**src/rtl/uart_tx_if.sv**
```systemverilog
// ---------------------------------------------------------------------------
// uart_tx_if : FIFO read-side handshake between the UART TX FIFO and the
//              transmitter.
//   i_empty   : FIFO empty flag (driven by the FIFO)
//   i_rd_data : FIFO head word, first-word-fall-through (driven by the FIFO)
//   o_rd      : one-cycle pop strobe (driven by the transmitter)
// master = FIFO side, slave = transmitter side.
// ---------------------------------------------------------------------------
interface uart_tx_if #(
   parameter int DBIT = 8
);
   logic            i_empty;
   logic [DBIT-1:0] i_rd_data;
   logic            o_rd;

   modport master (output i_empty, output i_rd_data, input o_rd);
   modport slave  (input i_empty, input i_rd_data, output o_rd);
endinterface

```
**src/rtl/uart_tx.sv**
```systemverilog
// ---------------------------------------------------------------------------
// uart_tx : UART transmitter draining a first-word-fall-through TX FIFO.
//   Frame: start bit, DBIT data bits LSB first, optional parity bit, then
//   SB_TICK oversampling ticks of stop time. 16 ticks per bit.
// Ports:
//   i_clk        system clock
//   i_reset      synchronous active-high reset
//   i_s_tick     one-clock oversampling tick (16 per bit)
//   fifo         FIFO handshake (i_empty, i_rd_data in; o_rd out)
//   i_parity_en  1 = append parity bit (latched at pop)
//   i_parity_odd 1 = odd parity, 0 = even (latched at pop)
//   o_tx         serial line, idle high, registered
//   o_busy       high in every state except IDLE
//   o_done_tick  one-cycle pulse when the stop period completes
// ---------------------------------------------------------------------------
module uart_tx #(
   parameter int DBIT    = 8,
   parameter int SB_TICK = 16
) (
   input  logic      i_clk,
   input  logic      i_reset,
   input  logic      i_s_tick,
   uart_tx_if.slave  fifo,
   input  logic      i_parity_en,
   input  logic      i_parity_odd,
   output logic      o_tx,
   output logic      o_busy,
   output logic      o_done_tick
);

   localparam int SW = (SB_TICK > 16) ? $clog2(SB_TICK) : 4;
   localparam int NW = (DBIT > 1) ? $clog2(DBIT) : 1;

   localparam logic [SW-1:0] S_BIT_LAST  = SW'(15);
   localparam logic [SW-1:0] S_STOP_LAST = SW'(SB_TICK - 1);
   localparam logic [NW-1:0] N_LAST      = NW'(DBIT - 1);

   typedef enum logic [2:0] {
      IDLE,
      START,
      DATA,
      PARITY,
      STOP
   } state_t;

   state_t          r_state, w_state_next;
   logic [SW-1:0]   r_s, w_s_next;
   logic [NW-1:0]   r_n, w_n_next;
   logic [DBIT-1:0] r_b, w_b_next;
   logic            r_par, w_par_next;
   logic            r_par_en, w_par_en_next;
   logic            r_par_odd, w_par_odd_next;
   logic            r_tx, w_tx_next;
   logic            w_rd;
   logic            w_done;

   // Next-state and counter logic
   always_comb begin
      w_state_next   = r_state;
      w_s_next       = r_s;
      w_n_next       = r_n;
      w_b_next       = r_b;
      w_par_next     = r_par;
      w_par_en_next  = r_par_en;
      w_par_odd_next = r_par_odd;
      w_rd           = 1'b0;
      w_done         = 1'b0;

      case (r_state)
         IDLE: begin
            // FWFT FIFO: the head word is captured in the same cycle as the pop
            if (!fifo.i_empty) begin
               w_rd           = 1'b1;
               w_b_next       = fifo.i_rd_data;
               w_par_en_next  = i_parity_en;
               w_par_odd_next = i_parity_odd;
               w_par_next     = 1'b0;
               w_s_next       = '0;
               w_state_next   = START;
            end
         end
         START: begin
            if (i_s_tick) begin
               if (r_s == S_BIT_LAST) begin
                  w_s_next     = '0;
                  w_n_next     = '0;
                  w_state_next = DATA;
               end else begin
                  w_s_next = r_s + 1'b1;
               end
            end
         end
         DATA: begin
            if (i_s_tick) begin
               if (r_s == S_BIT_LAST) begin
                  w_par_next = r_par ^ r_b[0];
                  w_b_next   = r_b >> 1;
                  w_s_next   = '0;
                  if (r_n == N_LAST) begin
                     w_state_next = r_par_en ? PARITY : STOP;
                  end else begin
                     w_n_next = r_n + 1'b1;
                  end
               end else begin
                  w_s_next = r_s + 1'b1;
               end
            end
         end
         PARITY: begin
            if (i_s_tick) begin
               if (r_s == S_BIT_LAST) begin
                  w_s_next     = '0;
                  w_state_next = STOP;
               end else begin
                  w_s_next = r_s + 1'b1;
               end
            end
         end
         STOP: begin
            if (i_s_tick) begin
               if (r_s == S_STOP_LAST) begin
                  w_done       = 1'b1;
                  w_s_next     = '0;
                  w_state_next = IDLE;
               end else begin
                  w_s_next = r_s + 1'b1;
               end
            end
         end
         default: begin
            w_state_next = IDLE;
         end
      endcase
   end

   // Line level derived from the next state so o_tx moves on the same edge
   // as the state/bit change.
   always_comb begin
      w_tx_next = 1'b1;
      case (w_state_next)
         IDLE:    w_tx_next = 1'b1;
         START:   w_tx_next = 1'b0;
         DATA:    w_tx_next = w_b_next[0];
         PARITY:  w_tx_next = w_par_next ^ w_par_odd_next;
         STOP:    w_tx_next = 1'b1;
         default: w_tx_next = 1'b1;
      endcase
   end

   always_ff @(posedge i_clk) begin
      if (i_reset) begin
         r_state   <= IDLE;
         r_s       <= '0;
         r_n       <= '0;
         r_b       <= '0;
         r_par     <= 1'b0;
         r_par_en  <= 1'b0;
         r_par_odd <= 1'b0;
         r_tx      <= 1'b1;
      end else begin
         r_state   <= w_state_next;
         r_s       <= w_s_next;
         r_n       <= w_n_next;
         r_b       <= w_b_next;
         r_par     <= w_par_next;
         r_par_en  <= w_par_en_next;
         r_par_odd <= w_par_odd_next;
         r_tx      <= w_tx_next;
      end
   end

   // Strobes are suppressed while reset is asserted so a popped word is never
   // lost to a reset edge and no completion is reported for an aborted frame.
   assign fifo.o_rd   = w_rd & ~i_reset;
   assign o_done_tick = w_done & ~i_reset;
   assign o_busy      = (r_state != IDLE);
   assign o_tx        = r_tx;

endmodule

```
**src/flat_wrapper.sv**
```systemverilog
// flat-port wrapper written by rule: the top's interface ports become plain ports
module uart_tx_flat 
#(
   parameter int DBIT    = 8,
   parameter int SB_TICK = 16
)
  (i_clk, i_reset, i_s_tick, i_parity_en, i_parity_odd, o_tx, o_busy, o_done_tick, fifo_i_empty, fifo_i_rd_data, fifo_o_rd);
  uart_tx_if #(.DBIT(DBIT)) fifo_i ();
  input  logic i_clk;
  input  logic i_reset;
  input  logic i_s_tick;
  input  logic i_parity_en;
  input  logic i_parity_odd;
  output logic o_tx;
  output logic o_busy;
  output logic o_done_tick;
  input wire logic [$bits(fifo_i.i_empty)-1:0] fifo_i_empty;
  input wire logic [$bits(fifo_i.i_rd_data)-1:0] fifo_i_rd_data;
  output wire logic [$bits(fifo_i.o_rd)-1:0] fifo_o_rd;
  assign fifo_i.i_empty = fifo_i_empty;
  assign fifo_i.i_rd_data = fifo_i_rd_data;
  assign fifo_o_rd = fifo_i.o_rd;
  uart_tx #(.DBIT(DBIT), .SB_TICK(SB_TICK)) u_core (.i_clk(i_clk), .i_reset(i_reset), .i_s_tick(i_s_tick), .fifo(fifo_i), .i_parity_en(i_parity_en), .i_parity_odd(i_parity_odd), .o_tx(o_tx), .o_busy(o_busy), .o_done_tick(o_done_tick));
endmodule
```
**config.mk**
```make
export PLATFORM = sky130hd
export DESIGN_NAME = uart_tx_flat
export DESIGN_NICKNAME = d
export VERILOG_FILES = /design/src/rtl/uart_tx_if.sv /design/src/rtl/uart_tx.sv /design/src/flat_wrapper.sv
export SDC_FILE = /design/constraint.sdc
export NUM_CORES = 1
export LEC_CHECK = 0
export BUFFER_PORTS_ARGS = -buffer_cell sky130_fd_sc_hd__buf_2
export CAP_MARGIN = 20
export CORE_UTILIZATION = 58
export DETAILED_ROUTE_END_ITERATION = 6
export GPL_TIMING_DRIVEN = 0
export PLACE_DENSITY = 0.8
export RECOVER_POWER = 25
export SETUP_SLACK_MARGIN = 0.05
export SLEW_MARGIN = 40
export SYNTH_ARGS = -nofsm -noshare
export SYNTH_HDL_FRONTEND = slang
export SYNTH_SLANG_ARGS = --single-unit
```
**constraint.sdc**
```tcl
create_clock -name i_clk -period 4.15 [get_ports i_clk]
set_input_delay 1.245 -clock i_clk [delete_from_list [all_inputs] [get_ports i_clk]]
set_output_delay 1.245 -clock i_clk [all_outputs]
set_load 0.03 [all_outputs]
```
# Word-level counts from Yosys, hierarchy flattened
# Cells that the tools add are included.
# Widths: inputs -> output; s select.
# op_classes
addsub	2
n_eq_ne	16
n_mux	38
bitwise_logic	6
reduce_logical	10
# ops
cell	count
$mux 3	16
$mux 8	3
$pmux 8 s2	1
$pmux 3 s5	1
$eq 3x2->1 const B	4
$mux 4	3
$mux 1	10
$ne 2x2->1 const B	4
$pmux 4 s2	1
$eq 3x1->1 const B	2
$eq 3x3->1 const B	2
$ne 2x1->1 const B	3
$pmux 3 s2	1
$reduce_and 6->1	1
$reduce_bool 2->1	3
$add 4x1->4 const B	1
$eq 4x4->1 const B	1
$reduce_and 4->1	1
$reduce_or 4->1	1
$add 3x1->3 const B	1
$logic_not 3->1	1
$pmux 1 s3	1
$reduce_and 3->1	1
$reduce_bool 3->1	1
other kinds (5)	8
# totals
ff_bits	22
out_inout_bits	4

# Longest topological paths before layout
# Gate-level depths: netlist of the first run.
# depth
depth_word	7
mapped_depth	7
mapped_depth_nobuf	7

# Least setup slack after synthesis of the first run
# No wires, ideal clock.
# synth_path
kind	input to output
start	input i_reset
end	output o_done_tick
t_arrival_ps	2144
required_ps	2905
setup_slack_ps	761
path_stages	2
path_cell_list	clkbuf_1 > nor3_1
# synth_via
elab_chain_cells	2
# synth_rtl
element	line_no	rtl
from (decl)	flat_wrapper.sv:10	input logic i_reset;
$not 1->1	uart_tx.sv:175	assign o_done_tick = w_done & ~i_reset;
$and 1x1->1	uart_tx.sv:175	
to (decl)	flat_wrapper.sv:16	output logic o_done_tick;
# No other way between the ends.

# Final worst setup path of the first run
# layout_path
start	input fifo_i_empty
end	output fifo_o_rd
# layout_via
elab_chain_cells	3
# layout_rtl
element	line_no	rtl
from (decl)	flat_wrapper.sv:17	input wire logic [$bits(fifo_i.i_empty)-1:0] fifo_i_empty;
$mux 1	uart_tx.sv:72	if (!fifo.i_empty) begin
$mux 1	uart_tx.sv:69	case (r_state)
$and 1x1->1	uart_tx.sv:174	assign fifo.o_rd = w_rd & ~i_reset;
to (decl)	flat_wrapper.sv:19	output wire logic [$bits(fifo_i.o_rd)-1:0] fifo_o_rd;
# No other way between the ends.

==> out/metrics.cfg, run 1 <==
[status]
status=complete, but fails checks
violations=max-capacitance violations, max-slew violations

[power]
p_leak_nw=0.522
p_sw_share_pct=24.7
power_density_nw_per_um2=305
combPwrFrac_pct=12.1
seq_power_share_pct=57.8
p_switching_mw=0.0953
internal_power_mw=0.291
ir_drop_uv=197
clkPwrFrac_pct=30.1

[hold_path]
whs_endpoint=u_core.r_par_odd$_SDFF_PP0_
worstHoldStart=u_core.r_par_odd$_SDFF_PP0_
holdPathStages=2
holdCritPathClass=reg2reg

[logic_synthesis]
ys_seq_elements=22
synth_compound_area_share_pct=22.8
synth-xor-area-share_pct=1.55
ys_types=40
synth_area_um2=1130
yosys_warnings=0
synthAdderAreaFrac_pct=3.32
synthesis.nets=143
synth_simple_gate_area_share_pct=27.7
synth_mux_area_share_pct=2.21
synthCells=126
synth_top_family_by_area=simple AND/OR/NAND/NOR gates
ys_seq_area_share_pct=39.0
syn_avg_cell_area_um2=8.97

[floorplan]
die_h_um=46.1
fp.coreArea_um2=1780
fp.dieArea_um2=2130
die_x_um=46.1
start_util_pct=63.4
io-pin-count=18
num_rows=15

[detailed_routing]
firstDrtPassIters=7
drc_errors=0
ant_nets=0
vias=1007
drtIter0Drc=29
drt_wl_total_um=2250
wire_per_inst_um=13.1
viasPerCell=5.85

[timing]
skew_ns=0.00925
hold-worst-slack_ns=0.484
tightest_slew_ns=1.59
report.final.slew_viol_count=11
fin_crit_sh_pct=80.4
fmax_mhz=300
min_period_ns=3.33
fin_setup_tns_ns=0
relSlewSlack_pct=-6.65
rsz0062_at_grt=no
setup_viol=0
hold_violations=0

[cells_and_area]
num_antenna_cells=0
final_cell_mix=22 x nor2_1, 22 x dfxtp_1, 17 x buf_2
post-route-cell-area_um2=1270
fill_cells=158
drive_gt1_share_pct=21.1
fin_nets=165
area_growth_pct=12.1

[clock_tree]
clk_latency_ns=0.31
cts_resized=0
cts_hold_buf=0
cts_setup_buffers=0
tritoncts=yes
cts.sinks=22
clock-root-buffer=clkbuf_4
clk_pin_slew_ns=0.12
clockBufferDepth=2
cts_made_buffers=3
htreeDepth=1

[placed_design]
place_hpwl_um=1660
port_buffers=17
gp_congestion=0.822
dpl-instance-area_um2=1250

[global_routing]
grt_pass1_vias=842
globalRouteOverflowTotal=0
antenna_found_initial=0
grt_first_pass_wirelength_um=3520
grt_start_max_net_pins=13
grtUsageTotal_pct=22.9
grt_use_met2_pct=38.6
met3_usage_pct=2.35
top_usage_layer=met2
met1_usage_pct=29.8

[critical_path]
crit_type=in2out
crit_fanout=9
end_kind=output port
reg2reg_setup_slack_ns=1.69
cp.arrival_ns=2.09
required_ns=2.90
cp-start-kind=primary input
r2r_cells=5
r2r-start=u_core.r_state[0]$_SDFF_PP0_
worstReg2RegEnd=u_core.o_tx$_SDFF_PP1_

[flow_run]
maxCapViolations=1

==> state kept, by name, summed over array words and instances (netlist names) <==
name              flops
u_core.r_b            8
u_core.r_s            4
u_core.r_n            3
u_core.r_state        3
u_core.o_tx           1
u_core.r_par          1
u_core.r_par_en       1
u_core.r_par_odd      1
==> per-layer routing <==
layer  vias to the layer above  share of wire (%)
met5                         -                  0
met2                        25                 47
met1                       463                 47
met3                         7                3.7
li1                        512                  -
met4                         0                1.5
==> power groups by stage <==
stage / clock network (mW) / logic, mW / registers (mW)
2_1_floorplan: 0 / 0.0310 / 0.228
3_3_place_gp: 0 / 0.0465 / 0.227
3_5_place_dp: 0 / 0.0476 / 0.228
4_1_cts: 0.118 / 0.0479 / 0.223
5_1_grt: 0.125 / 0.0515 / 0.224
6_report: 0.116 / 0.0467 / 0.223
==> worst max path at each step <==
stage,from,endpoint,slack (ns),depth (start not counted)
floorplan,i_reset,o_done_tick,0.76,2
global placement,i_reset,o_done_tick,0.82,4
detailed placement,fifo_i_empty,fifo_o_rd,0.82,5
CTS,fifo_i_empty,fifo_o_rd,0.81,5
global route,fifo_i_empty,fifo_o_rd,0.73,5
finish,fifo_i_empty,fifo_o_rd,0.82,5
==> per-stage QoR <==
step	worst slack (ns)	instances	power (mW)	utilization (%)
floorplan	0.761	126	0.259	-
global placement	0.824	168	0.274	69.9
detailed placement	0.821	168	0.276	69.9
CTS	0.811	172	0.389	71.9
global route	0.730	172	0.401	71.0
finish	0.815	172	0.386	71.0
==> logic make-up (layout without fill, tap and decap cells) <==
| family | after synthesis | in the layout |
|---|---|---|
| adders and majority gates | 3 | 3 |
| and+or+nand+nor | 56 | 56 |
| xor gates and xnor gates | 2 | 2 |
| DFF | 22 | 22 |
| AOI/OAI and AO/OA | 33 | 33 |
| muxes | 2 | 2 |
| buffers and inverters | 8 | 29 |
==> cells in the mapped netlist <==
library cell | instances | area share [%]
dfxtp_1 | 22 | 39
nor2_1 | 22 | 7.3
nand2_1 | 7 | 2.3
a222oi_1 | 6 | 5.3
nor2b_1 | 6 | 3.3
a21oi_1 | 5 | 2.2
a31oi_1 | 5 | 2.8
nand3_1 | 5 | 2.2
o21ai_0 | 5 | 2.2
ha_1 | 3 | 3.3
inv_1 | 3 | 1.0
a21boi_0 | 2 | 1.3
a221oi_2 | 2 | 2.7
buf_4 | 2 | 1.3
clkbuf_1 | 2 | 0.66
nand2b_1 | 2 | 1.1
nand4_1 | 2 | 1.1
nor3_1 | 2 | 0.89
or3_1 | 2 | 1.1
a211oi_2 | 1 | 1.1
a21o_1 | 1 | 0.66
a22oi_1 | 1 | 0.66
a311oi_1 | 1 | 0.78
a31o_2 | 1 | 0.78
and2_1 | 1 | 0.55
and3_1 | 1 | 0.55
and4_1 | 1 | 0.78
buf_2 | 1 | 0.44
mux2_4 | 1 | 1.3
mux2i_1 | 1 | 0.89
nand4_4 | 1 | 1.9
nand4b_1 | 1 | 0.78
nor3b_2 | 1 | 1.1
nor4_4 | 1 | 1.9
o211ai_2 | 1 | 1.1
o21ai_1 | 1 | 0.44
o32ai_1 | 1 | 0.78
or3b_1 | 1 | 0.78
xnor2_1 | 1 | 0.78
xor2_1 | 1 | 0.78
==> worst max-delay path, cell delays in order <==
cell	delay, ns
clkbuf_1	0.10
nor2_1	0.18
nand2_1	0.23
nor2_1	0.13
buf_2	0.20
==> layout make-up <==
type                    instances  area [um2]  area share (%)
repair buffers                 17        83.8            6.62
inverters                       3        11.3           0.889
well taps                      25        31.3            2.47
flip-flops and latches         22         440            34.8
plain buffers                   5        27.5            2.17
clock buffers                   4        36.3            2.87
multi-input cells              96         636            50.2
Note: power is estimated with default switching activity, not from simulation.
==> run 2, diff against run 1 <==
--- a/config.mk
+++ b/config.mk
@@ -5,12 +5,13 @@
 export SDC_FILE = /design/constraint.sdc
 export NUM_CORES = 1
 export LEC_CHECK = 0
+export ABC_AREA = 1
 export BUFFER_PORTS_ARGS = -buffer_cell sky130_fd_sc_hd__buf_2
 export CAP_MARGIN = 20
-export CORE_UTILIZATION = 58
+export CORE_UTILIZATION = 55
 export DETAILED_ROUTE_END_ITERATION = 6
 export GPL_TIMING_DRIVEN = 0
-export PLACE_DENSITY = 0.8
+export PLACE_DENSITY = 0.76
 export RECOVER_POWER = 25
 export SETUP_SLACK_MARGIN = 0.05
 export SLEW_MARGIN = 40
==> constraint.sdc (replaced) <==
create_clock -name i_clk -period 3.3 [get_ports i_clk]
set_input_delay 0.99 -clock i_clk [delete_from_list [all_inputs] [get_ports i_clk]]
set_output_delay 0.99 -clock i_clk [all_outputs]
set_load 0.03 [all_outputs]
==> out/metrics.cfg, run 2 <==
[cells_and_area]
utilization_pct=66.7
num_antenna_cells=0
fill_cells=200
drive_gt1_share_pct=18.6
area_growth_pct=10.7
largest_register=u_core.r_b
post-route-cell-area_um2=1350
fin_nets=212
stdcell_count=221
layout_commonest_cell=nand2_1
largest_register_ffs=8
top_regs=u_core.r_b x8, u_core.r_s x4
final_cell_mix=46 x nand2_1, 22 x dfxtp_1, 20 x nand3_1

[global_routing]
grt_first_pass_wirelength_um=4690
antenna_found_initial=0
grt_start_max_net_pins=13
globalRouteOverflowTotal=0
grtUsageTotal_pct=25.3
grt_pass1_vias=1124

[critical_path]
cp-start-kind=primary input
crit_fanout=7
end_kind=output port
crit_type=in2out
required_ns=2.31
cp.arrival_ns=1.95

[logic_synthesis]
ys_types=27
syn_avg_cell_area_um2=7.04
synthesis.nets=190
synth.most_common_cell=nand2_1
synthCells=173
ys_seq_elements=22
ys_seq_area_share_pct=36.1
ys.flop_type=dfxtp_1
yosysTopAreaCell=dfxtp_1
synth_edf_count=0
async_flop_share_pct=0
yosys_warnings=0
synth_area_um2=1220
synth.area.top_cells=dfxtp_1 36%, nand2_1 14%, nand3_1 7.8%
ys_top_cells_by_count=46 x nand2_1, 22 x dfxtp_1, 19 x nand3_1
yosys.area.top_type_share_pct=36.1

[timing]
skew_ns=0.00495
tightest_slew_ns=0.513
rsz0062_at_grt=no
hold_violations=0
setup_viol=0
report.final.slew_viol_count=0
fin_crit_sh_pct=89.1
min_period_ns=2.94
fin_setup_tns_ns=0
fmax_mhz=340
relSlewSlack_pct=65.8

[detailed_routing]
ant_nets=0
viasPerCell=5.42
firstDrtPassIters=4
drc_errors=0
drt_wl_total_um=2740
drtIter0Drc=34
vias=1198
wire_per_inst_um=12.4

[floorplan]
die_h_um=49.1
num_rows=16
die_x_um=49.1
start_util_pct=60.3
fp.coreArea_um2=2020
fp.dieArea_um2=2410
io-pin-count=18

[power]
p_leak_nw=0.599
ir_drop_uv=303
power_density_nw_per_um2=370
total_power_mw=0.499

[placed_design]
placed_cells=217
gp_congestion=0.856
place_hpwl_um=2070
port_buffers=17
dpl-instance-area_um2=1340

[clock_tree]
clockBufferDepth=2
cts_setup_buffers=0
cts_hold_buf=0
tritoncts=yes
cts.sinks=22
clk_pin_slew_ns=0.12
clk_latency_ns=0.31
htreeDepth=1
cts_resized=0
cts_made_buffers=3
clock-root-buffer=clkbuf_4

[hold_path]
holdCritPathClass=reg2reg

[flow_run]
maxCapViolations=0

[status]
status=complete, no violations

[run 2: power breakdown]
group          internal [mW]  total [mW]  switching [mW]
Combinational         0.0238      0.0665          0.0427
Sequential             0.276       0.284         0.00765
Clock                 0.0674       0.149          0.0815
[run 2: worst max-delay path, stage by stage]
cell and delay [ns]:
clkbuf_1 0.31, nand4_2 0.24, nor3_1 0.19, buf_2 0.22
[run 2: final timing paths]
| path | to | cells after the start | slack [ns] | start |
|---|---|---|---|---|
| worst min register to register | u_core.r_b[7]$_SDFFE_PP0P_ | 2 | 0.48 | u_core.r_b[7]$_SDFFE_PP0P_ |
| worst max register to register | u_core.r_s[0]$_SDFFE_PP0P_ | 7 | 1.51 | u_core.r_state[1]$_SDFF_PP0_ |
| worst max-delay path | o_done_tick | 4 | 0.36 | i_s_tick |
| worst min-delay path | u_core.r_b[7]$_SDFFE_PP0P_ | 2 | 0.48 | u_core.r_b[7]$_SDFFE_PP0P_ |
[run 2: kinds of logic (layout without fill, tap and decap cells)]
kind of cell	after synthesis	in the layout	share of synthesized area (%)
buf+inv	22	43	8.62
simple gates	95	95	36.1
compound gates	31	31	16.0
fa+ha+maj	3	3	3.08
flops	22	22	36.1
[run 2: layer usage]
metal / track usage, % / vias to the layer above / share of wire, %
met4: 9.31 / 0 / 1.5
met1: 30.0 / 541 / 43
met3: 4.05 / 7 / 5.7
li1: - / 615 / -
met5: 0 / - / 0
met2: 45.4 / 35 / 50
[run 2: metrics by stage]
stage                     worst slack (ns)  hold WS (ns)
after floorplan                      0.427         0.441
after global placement               0.541         0.451
after detailed placement             0.517         0.466
after CTS                            0.518         0.482
after global routing                 0.329         0.494
final                                0.359         0.477
[run 2: area by class of cell]
class	count	area [um2]	share of cell area [%]
buffer	5	41.3	3.06
multi-input combinational	129	649	48.1
inverter	17	63.8	4.73
timing repair buffer	17	83.8	6.22
sequential	22	440	32.7
tap	27	33.8	2.50
clock buffer	4	36.3	2.69
